`src/rtl/muldiv_iter_unit.sv`:
```
// Iterative radix-2 multiply/divide unit for the EX stage: shift-add multiply,
// restoring divide, early out for divide-by-zero and signed overflow.
module muldiv_iter_unit #(
  parameter int XLEN  = 32,
  parameter int REG_W = 5
) (
  input  logic             clk1,
  input  logic             rst_n,
  input  logic             start,
  input  logic             flush,
  input  logic [2:0]       op,
  input  logic [XLEN-1:0]  rs1_val,
  input  logic [XLEN-1:0]  rs2_val,
  input  logic [REG_W-1:0] rd_in,
  output logic             busy,
  output logic             done,
  output logic [XLEN-1:0]  result,
  output logic [REG_W-1:0] rd_out,
  output logic             stall_req
);

  localparam int CNT_W = $clog2(XLEN) + 1;
  localparam logic [CNT_W-1:0] LAST_CNT = CNT_W'(XLEN - 1);
  localparam logic [XLEN-1:0]  MIN_VAL  = {1'b1, {(XLEN-1){1'b0}}};
  localparam logic [XLEN-1:0]  ONES     = '1;

  localparam logic [2:0] OP_MUL    = 3'b000;
  localparam logic [2:0] OP_MULH   = 3'b001;
  localparam logic [2:0] OP_MULHSU = 3'b010;
  localparam logic [2:0] OP_DIV    = 3'b100;
  localparam logic [2:0] OP_REM    = 3'b110;

  typedef enum logic [1:0] {
    IDLE = 2'b00,
    CALC = 2'b01,
    FIN  = 2'b10
  } state_t;

  state_t              state_reg, state_next;
  logic [CNT_W-1:0]    cnt_reg;
  logic [2:0]          op_reg;
  logic [REG_W-1:0]    rd_reg;
  logic [XLEN-1:0]     opnd_reg;
  logic [2*XLEN-1:0]   acc_reg;
  logic                neg_reg;
  logic                spec_reg;
  logic [XLEN-1:0]     spec_res_reg;
  logic [XLEN-1:0]     result_reg;
  logic [REG_W-1:0]    rd_out_reg;
  logic                done_reg;

  // The done cycle still counts as busy so a start there is dropped.
  logic accept;
  assign busy      = (state_reg != IDLE) || done_reg;
  assign accept    = (state_reg == IDLE) && !done_reg && start && !flush;
  assign stall_req = start || busy;
  assign done      = done_reg;
  assign result    = result_reg;
  assign rd_out    = rd_out_reg;

  // Operand decode at capture time
  logic            sgn1, sgn2, s1, s2;
  logic [XLEN-1:0] abs1, abs2;
  logic            is_div, div_zero, div_ovf, special;
  logic [XLEN-1:0] spec_val;

  always_comb begin
    sgn1     = (op == OP_MULH) || (op == OP_MULHSU) || (op == OP_DIV) || (op == OP_REM);
    sgn2     = (op == OP_MULH) || (op == OP_DIV) || (op == OP_REM);
    s1       = sgn1 && rs1_val[XLEN-1];
    s2       = sgn2 && rs2_val[XLEN-1];
    abs1     = s1 ? -rs1_val : rs1_val;
    abs2     = s2 ? -rs2_val : rs2_val;
    is_div   = op[2];
    div_zero = is_div && (rs2_val == '0);
    div_ovf  = ((op == OP_DIV) || (op == OP_REM)) && (rs1_val == MIN_VAL) && (rs2_val == ONES);
    special  = div_zero || div_ovf;
    spec_val = '0;
    if (div_zero)
      spec_val = op[1] ? rs1_val : ONES;
    else if (div_ovf)
      spec_val = op[1] ? '0 : rs1_val;
  end

  // One radix-2 step: low half holds multiplier / dividend bits being consumed.
  logic [XLEN:0]     mul_sum;
  logic [XLEN:0]     div_shift;
  logic [XLEN:0]     div_diff;
  logic [2*XLEN-1:0] iter_acc;

  always_comb begin
    mul_sum   = {1'b0, acc_reg[2*XLEN-1:XLEN]} + (acc_reg[0] ? {1'b0, opnd_reg} : '0);
    div_shift = acc_reg[2*XLEN-1:XLEN-1];
    div_diff  = div_shift - {1'b0, opnd_reg};
    if (!op_reg[2])
      iter_acc = {mul_sum, acc_reg[XLEN-1:1]};
    else if (div_diff[XLEN])
      iter_acc = {div_shift[XLEN-1:0], acc_reg[XLEN-2:0], 1'b0};
    else
      iter_acc = {div_diff[XLEN-1:0], acc_reg[XLEN-2:0], 1'b1};
  end

  // Sign fix-up and result selection while leaving FIN
  logic [2*XLEN-1:0] prod_fin;
  logic [XLEN-1:0]   quo_fin, rem_fin, final_res;

  always_comb begin
    prod_fin = neg_reg ? -acc_reg : acc_reg;
    quo_fin  = neg_reg ? -acc_reg[XLEN-1:0] : acc_reg[XLEN-1:0];
    rem_fin  = neg_reg ? -acc_reg[2*XLEN-1:XLEN] : acc_reg[2*XLEN-1:XLEN];
    if (spec_reg)
      final_res = spec_res_reg;
    else if (op_reg[2])
      final_res = op_reg[1] ? rem_fin : quo_fin;
    else if (op_reg == OP_MUL)
      final_res = prod_fin[XLEN-1:0];
    else
      final_res = prod_fin[2*XLEN-1:XLEN];
  end

  always_comb begin
    state_next = state_reg;
    unique case (state_reg)
      IDLE:    if (accept) state_next = special ? FIN : CALC;
      CALC:    if (cnt_reg == LAST_CNT) state_next = FIN;
      FIN:     state_next = IDLE;
      default: state_next = IDLE;
    endcase
    if (flush)
      state_next = IDLE;
  end

  always_ff @(posedge clk1) begin
    if (!rst_n) begin
      state_reg    <= IDLE;
      cnt_reg      <= '0;
      op_reg       <= '0;
      rd_reg       <= '0;
      opnd_reg     <= '0;
      acc_reg      <= '0;
      neg_reg      <= 1'b0;
      spec_reg     <= 1'b0;
      spec_res_reg <= '0;
      result_reg   <= '0;
      rd_out_reg   <= '0;
      done_reg     <= 1'b0;
    end else begin
      state_reg <= state_next;
      done_reg  <= (state_reg == FIN) && !flush;
      if ((state_reg == FIN) && !flush) begin
        result_reg <= final_res;
        rd_out_reg <= rd_reg;
      end
      if (accept) begin
        op_reg       <= op;
        rd_reg       <= rd_in;
        cnt_reg      <= '0;
        opnd_reg     <= is_div ? abs2 : abs1;
        acc_reg      <= {{XLEN{1'b0}}, is_div ? abs1 : abs2};
        // Remainder follows the dividend; everything else follows the product/quotient sign.
        neg_reg      <= (is_div && op[1]) ? s1 : (s1 ^ s2);
        spec_reg     <= special;
        spec_res_reg <= spec_val;
      end else if ((state_reg == CALC) && !flush) begin
        acc_reg <= iter_acc;
        cnt_reg <= cnt_reg + CNT_W'(1);
      end
    end
  end

endmodule

```
`config.mk`:
```
export PLATFORM = sky130hd
export DESIGN_NAME = muldiv_iter_unit
export DESIGN_NICKNAME = d
export VERILOG_FILES = /design/src/rtl/muldiv_iter_unit.sv
export SDC_FILE = /design/constraint.sdc
export NUM_CORES = 1
export LEC_CHECK = 0
export BUFFER_PORTS_ARGS = -buffer_cell sky130_fd_sc_hd__buf_2
export CAP_MARGIN = 20
export CORE_AREA = 2 2 238 240
export CTS_BUF_LIST = sky130_fd_sc_hd__clkbuf_4 sky130_fd_sc_hd__clkbuf_8
export CTS_CLUSTER_SIZE = 10
export DETAILED_ROUTE_END_ITERATION = 6
export DIE_AREA = 0 0 240 242
export GPL_ROUTABILITY_DRIVEN = 1
export MAX_ROUTING_LAYER = met4
export PLACE_DENSITY_LB_ADDON = 0.1
export SYNTH_ARGS = -nofsm -noshare
export SYNTH_HDL_FRONTEND = slang
export SYNTH_SLANG_ARGS = --single-unit
```
`constraint.sdc`:
```
create_clock -name clk1 -period 4.7 [get_ports clk1]
set_clock_uncertainty 0.2 [all_clocks]
set_input_delay 0.47 -clock clk1 [delete_from_list [all_inputs] [get_ports clk1]]
set_output_delay 0.47 -clock clk1 [all_outputs]
set_load 0.01 [all_outputs]
```
==> results.tsv, run 1 <==
stage	metric	value	unit
floorplanning	num_rows	87	
finish	fin_nets	2499	
route	drt-initial-drc-count	1717	
grt	grt_usage	0.269	
cts	cts_tree	built	
worst_setup_path	crit_path_max_incr_delay	560	ps
synth	netlist_area	16400	um2
worst_setup_path	cp.depth	11	
run_status	status	finished, final reports clean	
synth	synth_mux_area_frac	0.0252	
synth	syn_avg_cell_area	7.07	um2
synth	yosysTopAreaCell	dfxtp_1	
worst_setup_path	path_buf_inv	2	
grt	grt_pass1_vias	17001	
floorplanning	num_io_pins	116	
synth	synth_top_family_by_area	compound AO/OA/AOI/OAI gates	
sta	timing.final.crit_period	4280	ps
synth	synth_cell_type_count	81	
placed_design	portBuffers	115	
floorplanning	die_w	240	um
sta	rsz0062_at_grt	false	
sta	whs	55.9	ps
cts	cts.sinks	184	
cts	h-tree-depth	4	
synth	synth_seq_cells	184	
sta	fin_crit_sh	0.910	
synth	synth_area_leaders	dfxtp_1, a21oi_1, nand2_1	
worst_setup_path	crit_chain	clkinv_1 -> ha_1 -> inv_1 -> nor4_1 -> nand4_1 -> or2_1 -> nand2_1 -> o21ai_0 -> o31ai_1 -> a22oi_1 -> a21oi_1	
cts	clkLatencyLatePin	580	ps
floorplanning	dieArea	58100	um2
route	postRouteAntennaNets	0	
synth	synth_flop_cell	dfxtp_1	
power_and_ir_drop	p_seq_frac	0.388	
floorplanning	die_height	242	um
synth	synth_compound_area_frac	0.307	
route	drt-met1-wl	35500	um
cts	post_cts_buffers	0	
synth	async_flop_share	0	
sta	fin_setup_tns	0	ps
worst_setup_path	endpoint_kind	flip-flop	
power_and_ir_drop	powerDensity	238	nW/um2
power_and_ir_drop	internal-power	2.51	mW
sta	maxSlewViolCount	0	
grt	antenna_found_initial	1	
sta	setup_viol	0	
worst_setup_path	crit_path_max_fanout	15	
sta	slew_headroom	0.306	
worst_setup_path	crit_family	simple AND/OR/NAND/NOR gates	
route	vias	17982	
synth	ys.warnings.count	0	
route	top_layer	met4	
route	met2_length	35700	um
worst_setup_path	critical_path.slowest_cell	o31ai_1	
worst_setup_path	critPathKind	flip-flop to flip-flop	
route	wirelength	77100	um
run	drv_cap	0	
synth	syn_nets	2474	
worst_setup_path	arrival	4570	ps
power_and_ir_drop	p_sw	1.84	mW
power_and_ir_drop	p_sw_frac	0.423	
route	avgRoutedWirePerCell	24.7	um
placed_design	gp_congestion	0.994	
min_path	min_path_type	input pin to flip-flop	
synth	yosys.area_share.simple	0.219	
synth	synth-xor-area-share	0.0953	
floorplanning	coreArea	55700	um2
finish	drive_gt1_frac	0.106	
floorplanning	start_util	0.295	
route	wl_met3	3970	um
worst_setup_path	startpoint_type	flip-flop	
route	dr.pass1.iters	5	
synth	netlist_instances	2326	
sta	worst_pin_slew	1040	ps
cts	cts_buffers	17	
grt	overflow	0	
worst_setup_path	rr_worst_depth	11	
grt	grt_max_degree	82	
synth	synth_edf_count	0	
cts	clockRootBuffer	clkbuf_8	
min_path	whs_path_depth	3	
finish	areaGrowthSynthToFinish	11.1	%
power_and_ir_drop	peakVddDrop	0.128	mV
cts	cts.clk_slew.worst_paths	110	ps
finish	largest_reg_flops	64	
sta	hold_viol	0	
route	drc_errors	0	
worst_setup_path	crit_required	5000	ps
sta	max_freq	234	MHz
synth	yosysTopAreaCellShare	0.224	
route	vias_per_cell	5.76	
cts	cts_buffer_depth	2	
grt	grt_pass1_wl	114000	um
power_and_ir_drop	leakagePower	6.88	nW
power_and_ir_drop	p_comb_frac	0.345	
placed_design	dp_hpwl	59800	um
synth	synth_fa_ha_area_frac	0.0679	
synth	synth-seq-area-share	0.224	
power_and_ir_drop	clkPwrFrac	0.267	
==> power by group through the flow <==
stage               sequential, mW  clock (mW)  combinational [mW]
floorplan                     1.67           0               0.940
global placement              1.72           0                1.48
detailed placement            1.72           0                1.47
CTS                           1.68        1.19                1.49
global route                  1.69        1.24                1.62
finish                        1.69        1.16                1.50
==> through the flow <==
step           power [mW]  area (um2)  std cells  setup slack (ps)  utilization
6_report             4.35       18300       3122               425        0.328
4_1_cts              4.36       18300       3120               593        0.328
3_3_place_gp         3.20       17800       3082               693        0.320
2_1_floorplan        2.61       16400       2326              1200            -
5_1_grt              4.55       18300       3121               242        0.328
3_5_place_dp         3.19       17800       3082               623        0.320
==> synthesized netlist by cell type (all sizes together), types with 23 or more instances <==
library cell and instances:
nand2 260, a21oi 216, nor2 209, o21ai 207
dfxtp 184, clkbuf 163, xnor2 93, inv 88
xor2 86, ha 70, o211ai 62, nand3 58
nor3 51, o31ai 43, a211oi 38, mux2i 38
nand4 33, a31oi 28, o221ai 25, a21o 23
or3 23
==> placed cells by master (no fill, tap or decap), types with 70 or more instances in the layout <==
| cell type | count |
|---|---|
| inv_1 | 87 |
| a21oi_1 | 216 |
| buf_2 | 115 |
| xnor2_1 | 93 |
| dfxtp_1 | 182 |
| o21ai_0 | 172 |
| nor2_1 | 207 |
| nand2_1 | 260 |
| xor2_1 | 86 |
| ha_1 | 70 |
==> per-layer routing <==
metal / GRT usage / up-vias
met5: - / -
met4: 0.0716 / 0
met3: 0.0332 / 92
met2: 0.427 / 684
met1: 0.360 / 8680
li1: - / 8526
==> timing repair <==
action | 4_1_cts | 5_1_grt
resized for setup | 0 | 0
hold endpoints to repair | 6 | 0
setup endpoints to repair | 0 | 0
hold buffers | 6 | 0
==> worst min-delay path: stages <==
cell and delay (ps):
buf_2 140, a21oi_1 70, o21ai_0 120
==> area by class of cell <==
type	count	area [um2]
multi-input combinational	1873	11800
timing repair buffer	186	1140
sequential	184	3690
inverter	89	334
clock buffer	19	255
clock inverter	13	130
antenna	2	5.00
fill	6179	37500
tap	756	946
==> logic make-up after synthesis <==
group / Yosys count
XOR/XNOR: 179
AND/OR/NAND/NOR: 769
multiplexers: 40
AO/OA/AOI/OAI: 793
flip-flops: 184
buffers and inverters: 269
adder cells (fa/ha/maj): 92
==> path summary, 6_finish.rpt <==
check	start	slack, ps	end
min reg2reg	spec_res_reg[23]	250	spec_res_reg[23]
min	rs1_val[9]	60	spec_res_reg[9]
max reg2reg	acc_reg[0]	420	result[4]
max	acc_reg[0]	420	result[4]
No activity file was read; power rests on OpenSTA's default activity.
==> run 2: changes to the inputs <==
--- a/config.mk
+++ b/config.mk
@@ -8,13 +8,13 @@
 export BUFFER_PORTS_ARGS = -buffer_cell sky130_fd_sc_hd__buf_2
 export CAP_MARGIN = 20
 export CORE_AREA = 2 2 238 240
-export CTS_BUF_LIST = sky130_fd_sc_hd__clkbuf_4 sky130_fd_sc_hd__clkbuf_8
 export CTS_CLUSTER_SIZE = 10
 export DETAILED_ROUTE_END_ITERATION = 6
 export DIE_AREA = 0 0 240 242
 export GPL_ROUTABILITY_DRIVEN = 1
 export MAX_ROUTING_LAYER = met4
 export PLACE_DENSITY_LB_ADDON = 0.1
+export SKIP_LAST_GASP = 1
 export SYNTH_ARGS = -nofsm -noshare
 export SYNTH_HDL_FRONTEND = slang
 export SYNTH_SLANG_ARGS = --single-unit
==> results.tsv, run 2 (synthesis results as in run 1) <==
stage	metric	value	unit	change
placed_design	pre_cts_slack	623	ps	unchanged
placed_design	gp_congestion	0.994		unchanged
finish	post-route-util	0.331		+0.00314
finish	final_cell_mix	nand2_1, a21oi_1, nor2_1		
sta	slew_headroom	0.286		-0.0202
placed_design	portBuffers	115		unchanged
min_path	min_to	spec_res_reg[9]		
grt	grt_pass1_wl	114000	um	about the same
floorplanning	num_io_pins	116		unchanged
sta	max_freq	237	MHz	+1.4%
grt	antenna_found_initial	1		unchanged
min_path	min_path_type	input pin to flip-flop		
sta	setup_viol	0		unchanged
route	vias_per_cell	5.77		+0.22%
route	dr.pass1.iters	6		+1
run	drv_cap	0		unchanged
sta	worst_pin_slew	1070	ps	+30.2 ps
floorplanning	start_util	0.295		unchanged
cts	cts.clk_slew.worst_paths	80	ps	-30 ps
route	wirelength	77000	um	-0.13%
sta	setup_ws	486	ps	+61.0 ps
min_path	whs_path_depth	3		unchanged
finish	largest_reg_flops	64		unchanged
route	vias	18010		+0.16%
worst_setup_path	arrival	4380	ps	-190 ps
floorplanning	die_w	240	um	unchanged
grt	overflow	0		unchanged
sta	rsz0062_at_grt	false		
cts	cts-resized-gates	0		unchanged
cts	clkLatencyLatePin	500	ps	-80 ps
floorplanning	dieArea	58100	um2	unchanged
worst_setup_path	reg2reg_slack	490	ps	+60 ps
worst_setup_path	rr_worst_depth	13		+2
floorplanning	coreArea	55700	um2	unchanged
finish	final_cell_area	18400	um2	+0.96%
worst_setup_path	crit_path_max_fanout	15		unchanged
power_and_ir_drop	leakagePower	6.96	nW	+1.2%
worst_setup_path	critical_path.slowest_cell	clkinv_1		
worst_setup_path	reg2reg_to	acc_reg[63]		
finish	drive_gt1_frac	0.105		-0.000378
finish	fillers	6151		-0.45%
power_and_ir_drop	peakVddDrop	0.249	mV	+93%
cts	h-tree-depth	4		unchanged
route	drc_errors	0		unchanged
sta	fin_crit_sh	0.897		-0.0130
worst_setup_path	crit_path_max_incr_delay	550	ps	about the same
cts	cts_buffer_depth	2		unchanged
run_status	status	finished, final reports clean		
floorplanning	num_rows	87		unchanged
worst_setup_path	endpoint_kind	flip-flop		
cts	cts_tree	built		
placed_design	dp_hpwl	59800	um	unchanged
power_and_ir_drop	powerDensity	255	nW/um2	+7.0%
worst_setup_path	crit_chain	clkinv_1 -> buf_4 -> nor2_1 -> ha_1 -> o21ai_0 -> nor2_1 -> a211oi_1 -> nand2_1 -> a31oi_1 -> o31ai_1 -> a21o_1 -> a2111oi_0 -> a211oi_1		
route	avgRoutedWirePerCell	24.7	um	about the same
route	drt-initial-drc-count	1639		-4.5%
worst_setup_path	critPathKind	flip-flop to flip-flop		
placed_design	dpl_cell_area	17800	um2	unchanged
sta	hold_viol	0		unchanged
finish	areaGrowthSynthToFinish	12.1	%	
floorplanning	die_height	242	um	unchanged
route	postRouteAntennaNets	0		unchanged
finish	fin_nets	2498		-0.040%
cts	cts_buffers	17		unchanged
grt	grt_usage	0.269		about the same
worst_setup_path	crit_required	4870	ps	-130 ps
sta	timing.final.crit_period	4210	ps	-61.0 ps
cts	cts.sinks	184		unchanged
min_path	hp-start	rs1_val[9]		
cts	clockRootBuffer	clkbuf_16		
grt	grt_pass1_vias	16997		-0.024%
worst_setup_path	r2r-start	acc_reg[0]		
sta	fin_setup_tns	0	ps	unchanged
finish	final_common_cell	nand2_1		
sta	whs	136	ps	+80.3 ps
worst_setup_path	startpoint_type	flip-flop		
grt	grt_max_degree	82		unchanged
sta	maxSlewViolCount	0		unchanged
[run 2: changes by cell type in the layout (fill, tap and decap cells not counted)]
cell	previous run	this run
diode_2	2	1
clkbuf_8	18	1
clkbuf_4	1	0
clkbuf_1	0	1
clkbuf_16	0	17
dlygate4sd3_1	6	5
[run 2: repair_timing]
item	in CTS	in global routing
hold endpoints to repair	5	0
setup buffers	0	0
hold buffers	5	0
[run 2: worst max-delay path by stage]
stage                        to  cells past startpoint  slack [ps]   startpoint
global placement    acc_reg[63]                     13         690   acc_reg[0]
detailed placement    result[4]                     11         620   acc_reg[0]
global route        acc_reg[63]                     13         240   acc_reg[0]
finish              acc_reg[63]                     13         490   acc_reg[0]
CTS                   result[4]                     11         600   acc_reg[0]
floorplan           acc_reg[62]                     14        1200  acc_reg[31]
[run 2: layer usage]
metal	vias to the layer above	track usage	wire length [um]
li1	8532	-	-
met1	8679	0.358	35200
met2	700	0.426	35600
met3	99	0.0359	4130
met4	0	0.0751	2150
met5	-	-	0
[run 2: where the power goes]
group | switching (mW) | internal, mW | leakage, nW | total, mW
clock | 0.797 | 0.719 | 0.283 | 1.52
sequential | 0.0803 | 1.61 | 1.49 | 1.69
combinational | 1.01 | 0.492 | 5.18 | 1.50
total | 1.89 | 2.82 | 6.96 | 4.70
[run 2: area by class of cell]
type / instances / area [um2] / area share
Sequential cell: 184 / 3690 / 0.200
Inverter: 89 / 334 / 0.0181
Clock inverter: 13 / 130 / 0.00706
Tap cell: 756 / 946 / 0.0513
Clock buffer: 19 / 443 / 0.0240
Antenna cell: 1 / 2.50 / 0.000136
Multi-Input combinational cell: 1873 / 11800 / 0.638
Timing Repair Buffer: 185 / 1130 / 0.0611
[run 2: worst max-delay path: cells and delay by family, from the launching register on]
kind / cells / cell delay [ps]
AO/OA/AOI/OAI: 7 / 1860
adder cells (fa/ha/maj): 1 / 300
buffers and inverters: 2 / 960
flip-flops: 1 / 400
AND/OR/NAND/NOR: 3 / 360
[run 2: metrics by stage]
stage | instances | total power [mW]
3_3_place_gp | 3082 | 3.20
3_5_place_dp | 3082 | 3.19
6_report | 3120 | 4.70
5_1_grt | 3120 | 4.90
2_1_floorplan | 2326 | 2.61
4_1_cts | 3119 | 4.71
